### config.mk
export PLATFORM = sky130hd
export DESIGN_NAME = axis_axi_burst_writer
export DESIGN_NICKNAME = d
export VERILOG_FILES = /design/src/rtl/axis_axi_burst_writer.sv
export SDC_FILE = /design/constraint.sdc
export NUM_CORES = 1
export LEC_CHECK = 0
export CAP_MARGIN = 5
export CORE_ASPECT_RATIO = 0.75
export CORE_UTILIZATION = 45
export CTS_BUF_LIST = sky130_fd_sc_hd__clkbuf_16
export DETAILED_ROUTE_END_ITERATION = 6
export GPL_TIMING_DRIVEN = 0
export HOLD_SLACK_MARGIN = 0.12
export PLACE_DENSITY_LB_ADDON = 0.2
export SLEW_MARGIN = 20
export SYNTH_ARGS = -nofsm -noshare
export SYNTH_HDL_FRONTEND = slang
export SYNTH_SLANG_ARGS = --single-unit
### constraint.sdc
create_clock -name clk -period 5.1 [get_ports clk]
set_clock_uncertainty 0.05 [all_clocks]
set_input_delay 1.275 -clock clk [delete_from_list [all_inputs] [get_ports clk]]
set_output_delay 1.275 -clock clk [all_outputs]
set_load 0.02 [all_outputs]
### src/rtl/axis_axi_burst_writer.sv
// AXI4-Stream to AXI4 write-master bridge: buffers one packet in a FIFO
// and writes it out as INCR bursts of up to BURST_LEN beats, one at a time.
module axis_axi_burst_writer #(
    parameter int DATA_W     = 32,
    parameter int ADDR_W     = 32,
    parameter int BURST_LEN  = 16,
    parameter int FIFO_DEPTH = 32
) (
    input  logic                clk,
    input  logic                rst_n,
    input  logic                start,
    input  logic [ADDR_W-1:0]   base_addr,
    output logic                busy,
    output logic                done,
    output logic                err,
    input  logic [DATA_W-1:0]   s_axis_tdata,
    input  logic [DATA_W/8-1:0] s_axis_tkeep,
    input  logic                s_axis_tlast,
    input  logic                s_axis_tvalid,
    output logic                s_axis_tready,
    output logic [ADDR_W-1:0]   m_axi_awaddr,
    output logic [7:0]          m_axi_awlen,
    output logic [2:0]          m_axi_awsize,
    output logic [1:0]          m_axi_awburst,
    output logic                m_axi_awvalid,
    input  logic                m_axi_awready,
    output logic [DATA_W-1:0]   m_axi_wdata,
    output logic [DATA_W/8-1:0] m_axi_wstrb,
    output logic                m_axi_wlast,
    output logic                m_axi_wvalid,
    input  logic                m_axi_wready,
    input  logic [1:0]          m_axi_bresp,
    input  logic                m_axi_bvalid,
    output logic                m_axi_bready
);

    localparam int KEEP_W = DATA_W / 8;
    localparam int PTR_W  = $clog2(FIFO_DEPTH);
    localparam int CNT_W  = PTR_W + 1;
    localparam int ENT_W  = 1 + KEEP_W + DATA_W;

    localparam logic [CNT_W-1:0]  BL_C    = CNT_W'(BURST_LEN);
    localparam logic [CNT_W-1:0]  DEPTH_C = CNT_W'(FIFO_DEPTH);
    localparam logic [ADDR_W-1:0] BYTES_C = ADDR_W'(KEEP_W);

    typedef enum logic [2:0] {
        S_IDLE,
        S_WAIT,
        S_ADDR,
        S_DATA,
        S_RESP
    } state_t;

    state_t state_q, state_d;

    logic [ENT_W-1:0]  mem [FIFO_DEPTH];
    logic [PTR_W-1:0]  wr_ptr_q, rd_ptr_q;
    logic [CNT_W-1:0]  count_q;
    logic              fifo_wr, fifo_rd;
    logic              fifo_empty, fifo_full;
    logic              head_last;
    logic [KEEP_W-1:0] head_keep;
    logic [DATA_W-1:0] head_data;

    logic [ADDR_W-1:0] addr_q;
    logic [7:0]        awlen_q;
    logic [7:0]        beat_q;
    logic              busy_q, done_q, err_q;
    logic              last_seen_q, pkt_sent_q;
    logic [CNT_W-1:0]  burst_beats;

    logic start_acc, aw_load, b_acc, pkt_end;

    assign fifo_empty = (count_q == '0);
    assign fifo_full  = (count_q == DEPTH_C);
    assign fifo_wr    = s_axis_tvalid & s_axis_tready;
    assign fifo_rd    = m_axi_wvalid & m_axi_wready;

    assign {head_last, head_keep, head_data} = mem[rd_ptr_q];

    assign burst_beats = (count_q >= BL_C) ? BL_C : count_q;

    assign busy  = busy_q;
    assign done  = done_q;
    assign err   = err_q;

    assign s_axis_tready = busy_q & ~fifo_full & ~last_seen_q;

    assign m_axi_awaddr  = addr_q;
    assign m_axi_awlen   = awlen_q;
    assign m_axi_awsize  = 3'($clog2(KEEP_W));
    assign m_axi_awburst = 2'b01;
    assign m_axi_awvalid = (state_q == S_ADDR);

    assign m_axi_wdata  = head_data;
    assign m_axi_wstrb  = head_keep;
    assign m_axi_wvalid = (state_q == S_DATA) & ~fifo_empty;
    assign m_axi_wlast  = (state_q == S_DATA) & (beat_q == awlen_q);

    assign m_axi_bready = (state_q == S_RESP);

    always_ff @(posedge clk) begin
        if (fifo_wr) begin
            mem[wr_ptr_q] <= {s_axis_tlast, s_axis_tkeep, s_axis_tdata};
        end
    end

    always_ff @(posedge clk or negedge rst_n) begin
        if (!rst_n) begin
            wr_ptr_q <= '0;
            rd_ptr_q <= '0;
            count_q  <= '0;
        end else begin
            if (fifo_wr) wr_ptr_q <= wr_ptr_q + 1'b1;
            if (fifo_rd) rd_ptr_q <= rd_ptr_q + 1'b1;
            unique case ({fifo_wr, fifo_rd})
                2'b10:   count_q <= count_q + 1'b1;
                2'b01:   count_q <= count_q - 1'b1;
                default: count_q <= count_q;
            endcase
        end
    end

    always_ff @(posedge clk or negedge rst_n) begin
        if (!rst_n) begin
            state_q <= S_IDLE;
        end else begin
            state_q <= state_d;
        end
    end

    // busy_q stays high through the done cycle so a coincident start is dropped
    always_comb begin
        state_d   = state_q;
        start_acc = 1'b0;
        aw_load   = 1'b0;
        b_acc     = 1'b0;
        pkt_end   = 1'b0;
        unique case (state_q)
            S_IDLE: begin
                if (start && !busy_q) begin
                    start_acc = 1'b1;
                    state_d   = S_WAIT;
                end
            end
            S_WAIT: begin
                if (count_q >= BL_C || (last_seen_q && !fifo_empty)) begin
                    aw_load = 1'b1;
                    state_d = S_ADDR;
                end
            end
            S_ADDR: begin
                if (m_axi_awready) state_d = S_DATA;
            end
            S_DATA: begin
                if (fifo_rd && m_axi_wlast) state_d = S_RESP;
            end
            S_RESP: begin
                if (m_axi_bvalid) begin
                    b_acc = 1'b1;
                    if (pkt_sent_q) begin
                        pkt_end = 1'b1;
                        state_d = S_IDLE;
                    end else begin
                        state_d = S_WAIT;
                    end
                end
            end
            default: state_d = S_IDLE;
        endcase
    end

    // pkt_sent_q marks the tlast beat leaving the FIFO, i.e. nothing left to send
    always_ff @(posedge clk or negedge rst_n) begin
        if (!rst_n) begin
            addr_q      <= '0;
            awlen_q     <= '0;
            beat_q      <= '0;
            busy_q      <= 1'b0;
            done_q      <= 1'b0;
            err_q       <= 1'b0;
            last_seen_q <= 1'b0;
            pkt_sent_q  <= 1'b0;
        end else begin
            done_q <= pkt_end;
            if (done_q) busy_q <= 1'b0;
            if (start_acc) begin
                busy_q      <= 1'b1;
                err_q       <= 1'b0;
                addr_q      <= base_addr;
                last_seen_q <= 1'b0;
                pkt_sent_q  <= 1'b0;
            end
            if (fifo_wr && s_axis_tlast) last_seen_q <= 1'b1;
            if (fifo_rd && head_last) pkt_sent_q <= 1'b1;
            if (aw_load) begin
                awlen_q <= 8'(burst_beats - CNT_W'(1));
                beat_q  <= '0;
            end else if (fifo_rd) begin
                beat_q <= beat_q + 8'd1;
            end
            if (b_acc) begin
                err_q  <= err_q | (m_axi_bresp != 2'b00);
                addr_q <= addr_q
                        + (ADDR_W'(awlen_q) + ADDR_W'(1)) * BYTES_C;
            end
        end
    end

endmodule

### Yosys cells after proc, flatten, opt, wreduce, memory -nomap -nowiden

Memory sizes are Yosys's and may differ from the RTL's.
Cells that the tools add are included.

| storage, ports and cells | value |
|---|---|
| latch bits | 0 |
| memories | 1 |
| RAM bits | 1184 |
| bits in registers | 72 |
| memory bits (read-only) | 0 |
| output and inout bits | 89 |

| operators by class | value |
|---|---|
| reduce and logical (&&, ||, !) cells | 18 |
| add/sub/neg operators | 8 |
| mux-type cells | 30 |
| bitwise operators | 10 |
| divide/modulo/power cells | 0 |
| $lt $le $gt $ge | 1 |
| equality and inequality tests | 13 |
| shift operators | 0 |
| multiply operators | 0 |

Memories:

| memory | depth | width | read ports | clocked after Yosys merged registers in | write ports | line | RTL |
|---|---|---|---|---|---|---|---|
| mem | 32 | 37 | 1 | 0 | 1 | 56 | `logic [ENT_W-1:0] mem [FIFO_DEPTH];` |

Operators with widths:

| cell | count |
|---|---|
| $mux 32 | 2 |
| $add 32x11->32 | 1 |
| $mux 1 | 18 |
| $mux 8 | 2 |
| $mux 3 | 5 |
| $pmux 3 s5 | 1 |
| $reduce_bool 2->1 | 7 |
| $pmux 6 s2 | 1 |
| $add 5x1->5 const B | 2 |
| $add 8x1->9 const B | 1 |
| $add 8x1->8 const B | 1 |
| $eq 8x8->1 | 1 |
| $sub 6x1->7 const B | 1 |
| $add 6x1->6 const B | 1 |
| $and 1x1->1 | 6 |
| $eq 3x2->1 const B | 2 |
| $eq 6x6->1 const B | 1 |
| $ge 6x5->1 const B | 1 |
| $logic_not 6->1 | 1 |
| $mux 6 | 1 |
| $ne 2x2->1 const B | 3 |
| $sub 6x1->6 const B | 1 |
| $logic_and 1x1->1 | 5 |
| $reduce_and 5->1 | 1 |
| other kinds (10) | 14 |

### Logic depth before layout (Yosys ltp)

| logic depth | value |
|---|---|
| depth after elaboration | 7 |
| mapped depth | 15 |
| mapped depth without buffers | 12 |

### Worst setup path after synthesis

No wires, ideal clock.

| path | value |
|---|---|
| path kind | reg2reg |
| start point | register count_q[1] |
| end point | memory mem[31][0] (netlist bit), enable pin |
| required time | 4.619 ns |
| path slack | 1.037 ns |
| stages on the path, launching flop included | 9 |
| buffers on the path | 3 |
| data arrival time | 3.582 ns |
| path through | dfrtp_1 > clkbuf_1 > nor4_1 > a311oi_1 > and2_1 > buf_2 > nand2_1 > buf_2 > nor2_1 |

| on the way | value |
|---|---|
| cells in the longest elaborated chain, start to end | 7 |

Ends and longest elaborated chain:

| item | line | RTL |
|---|---|---|
| from (decl) | 58 | `logic [CNT_W-1:0] count_q;` |
| from (signal assigned) | 117 | `2'b10: count_q <= count_q + 1'b1;` |
| from (signal assigned) | 118 | `2'b01: count_q <= count_q - 1'b1;` |
| from (signal assigned) | 119 | `default: count_q <= count_q;` |
| $eq 6x6->1 | 75 | `assign fifo_full = (count_q == DEPTH_C);` |
| $not 1->1 | 87 | `assign s_axis_tready = busy_q & ~fifo_full & ~last_seen_q;` |
| $and 1x1->1 (2 in a row) | 87 |  |
| net s_axis_tready | 20 | `output logic s_axis_tready,` |
| $and 1x1->1 | 76 | `assign fifo_wr = s_axis_tvalid & s_axis_tready;` |
| $mux 1 | 103 | `if (fifo_wr) begin` |
| $mux 1 (not written as such) | 104 | `mem[wr_ptr_q] <= {s_axis_tlast, s_axis_tkeep, s_axis_tdata};` |
| to (decl) | 56 |  |

The timed path passes the listed nets, and every way through them passes these cells.

### Final worst setup path

| path | value |
|---|---|
| start point | register rd_ptr_q[0] |
| end point | output m_axi_wdata[3] |

| on the way | value |
|---|---|
| cells in the longest elaborated chain, start to end | 1 |

Ends and longest elaborated chain:

| item | line | RTL |
|---|---|---|
| from (decl) | 57 | `logic [PTR_W-1:0] wr_ptr_q, rd_ptr_q;` |
| from (signal assigned) | 115 | `if (fifo_rd) rd_ptr_q <= rd_ptr_q + 1'b1;` |
| $mem_v2 32x37 | - |  |
| to (decl) | 27 | `output logic [DATA_W-1:0] m_axi_wdata,` |

Every way passes these cells.

==> impl_metrics.ini <==
[clock_network]
cts_sinks = 1255
root_buffer = clkbuf_16
ctsHoldBuffers = 0
cts_tree = yes
clkTransAtPathRegs_ps = 70
clock_latency_ps = 720
cts_setup_buffers = 0
cts_buffers = 116
clock_path_buffers = 3
h-tree-depth = 3

[detailed_routing]
post_drt_wl_per_cell_um = 29.3
first_pass_iters = 6
num_vias = 24401
routed_wl_um = 120000
drc_errors = 0
ant_nets = 0
drtIter0Drc = 2738
avgViaCountPerCell = 5.95

[synth]
synthDistinctLibCells = 61
synthFlopType = edfxtp_1
synth_top_area_cell = edfxtp_1
yosysSeqAreaShare_pct = 75.6
synth_top_area_share_pct = 72.0
yosys_warnings = 0
syn_inst = 2223
netlist_top_cells_area = edfxtp_1 (72%), mux4_2 (16%), dfrtp_1 (3.6%)
synth.avg_cell_area_um2 = 22.2
syn_area_um2 = 49400
synth_edf_count = 1184
synth_seq_cells = 1255
async_flop_share_pct = 5.66

[floorplanning]
core-area_um2 = 108000
dieArea_um2 = 111000
die_w_um = 385
fp-row-count = 104
pin_count = 167
start_util_pct = 45.7
die_h_um = 289

[status]
outcome = finished, final reports clean

[global_routing]
grt_use_met3_pct = 4.21
grt_pass1_wl_um = 173000
top_usage_layer = met2
grt_util_met2_pct = 33.6
grt_util_met1_pct = 32.8
grt_max_degree = 53
overflow = 0
antenna_found_initial = 1
grt_util_all_layers_pct = 21.9
grt_pass1_vias = 24721

[sta]
hold_violations = 0
drv_slew = 0
max_clock_freq_mhz = 200
timing.hold.ws_ps = 399
worstMarginPinSlew_ps = 1100
min_period_ps = 5000
fin_crit_sh_pct = 98.0
setup_tns_ps = 0
rsz0062_at_grt = no
relSlewSlack_pct = 26.3
setup_ws_ps = 99.8
setup_viol = 0

[power]
combinationalPowerShare_pct = 32.1
vdd_drop_max_uv = 443
internal_power_mw = 21.1
power_density_nw_per_um2 = 512
switching_share_pct = 29.7
clkPwrFrac_pct = 29.1
leakage_nw = 18.9
seqPwrFrac_pct = 38.8
p_sw_mw = 8.93

[job]
drv_cap = 0

[place]
pre_cts_ws_ps = -872
dp_cells = 3883
dp_hpwl_um = 79500
routabilityCongestion = 0.857
io_buffers = 161

[final_layout]
syn2layout_area_growth_pct = 18.8
fin_util_pct = 54.3
fin_nets = 2669
stdcell_count = 4104
drive_above_1_share_pct = 28.9

[critical_path]
required_ps = 3770
arrival_ps = 3680
startpoint_type = flop
criticalPathCategory = flop to primary output
path_max_fanout = 10
end_kind = primary output

[worst_hold_path]
hp-class = primary input to asynchronous set/reset pin
## flip-flops by register name, summed over array words and instances (netlist names)
register and count:
last_seen_q 1, pkt_sent_q 1, busy 1, state_q 3, m_axi_awaddr 32, beat_q 8
wr_ptr_q 5, m_axi_awlen 7, done 1, mem 1184, rd_ptr_q 5, count_q 6
err 1
## cells by family (layout without fill, tap and decap cells)
family / Yosys count / count (layout) / share of synthesized area, %
flip-flops: 1255 / 1255 / 75.6
multiplexers: 416 / 416 / 17.9
AND/OR/NAND/NOR: 234 / 234 / 2.34
buffers and inverters: 141 / 587 / 1.34
AO/OA/AOI/OAI: 112 / 112 / 1.50
XOR/XNOR: 42 / 42 / 0.745
adder cells (fa/ha/maj): 21 / 21 / 0.547
other: 2 / 6 / 0.0152
## path summary, 6_finish.rpt
check,start,end,slack (ps),depth (start not counted)
min reg2reg,done,busy,410,1
min,rst_n,count_q[5],400,1
max in group asynchronous,rst_n,m_axi_awaddr[17],4000,2
max reg2reg,count_q[1],mem[0][12],1360,9
max,rd_ptr_q[0],m_axi_wdata[3],100,7
min in group clk,done,busy,410,1
## timing repair
item	4_1_cts	5_1_grt
endpoints found under the hold margin	0	0
endpoints found under the setup margin	36	24
gates resized for setup	164	21
cloned	0	0
## layout by cell type, fill, tap and decap left out, types with 13 or more instances in the layout
cell / n
a21oi_1: 22
a22oi_1: 21
and3_1: 13
buf_12: 49
buf_16: 19
buf_2: 14
buf_4: 24
buf_8: 17
bufinv_16: 14
clkbuf_1: 33
clkbuf_16: 118
clkbuf_2: 13
clkbuf_4: 14
clkdlybuf4s50_1: 131
clkinv_1: 34
clkinv_2: 26
dfrtp_1: 71
edfxtp_1: 1184
ha_1: 20
inv_1: 36
mux2_2: 38
mux4_2: 361
nand2_1: 53
nand3_1: 29
nand4_1: 14
nor2_1: 34
nor2_4: 32
o21ai_0: 24
xnor2_1: 22
xor2_1: 20
## area by class of cell
type,instances,area (µm²)
diodes,1,2.50
plain buffers,121,960
clock buffers,118,2950
clock inverters,102,895
fillers,8096,49300
inverters,20,75.1
multi-input cells,830,11700
flip-flops and latches,1255,37300
well taps,1431,1790
repair buffers,226,3020
## power by group through the flow
stage          logic, mW  registers, mW  clock network [mW]
3_3_place_gp        9.39           11.9                   0
6_report            9.65           11.7                8.74
5_1_grt             10.2           11.7                9.27
2_1_floorplan       6.11           11.8                   0
4_1_cts             9.84           11.7                8.90
3_5_place_dp        9.59           11.9                   0
## layer usage
metal	vias up	routed length (µm)
met5	-	0
met4	0	2310
met3	152	8930
met2	979	56400
met1	13162	52500
li1	10108	-
## critical path, cell delays in order (launching register included)
cell,delay [ps]
dfrtp_1,420
buf_12,200
buf_12,210
buf_8,210
mux4_2,520
mux4_2,530
mux2_2,300
clkdlybuf4s50_1,550
## through the flow
stage	power (mW)	instance area (µm²)
2_1_floorplan	18.0	49400
4_1_cts	30.4	58700
3_5_place_dp	21.5	54500
6_report	30.0	58700
3_3_place_gp	21.3	52800
5_1_grt	31.2	58700
## Yosys cell counts, types with 21 or more instances
library cell     n
xnor2_1         22
mux4_2         361
nor2_1          66
nand2_1         53
dfrtp_1         71
mux2_2          38
edfxtp_1      1184
a22oi_1         21
nand3_1         29
clkbuf_1        64
o21ai_0         24
a21oi_1         22
(Power assumes the default switching activity.)
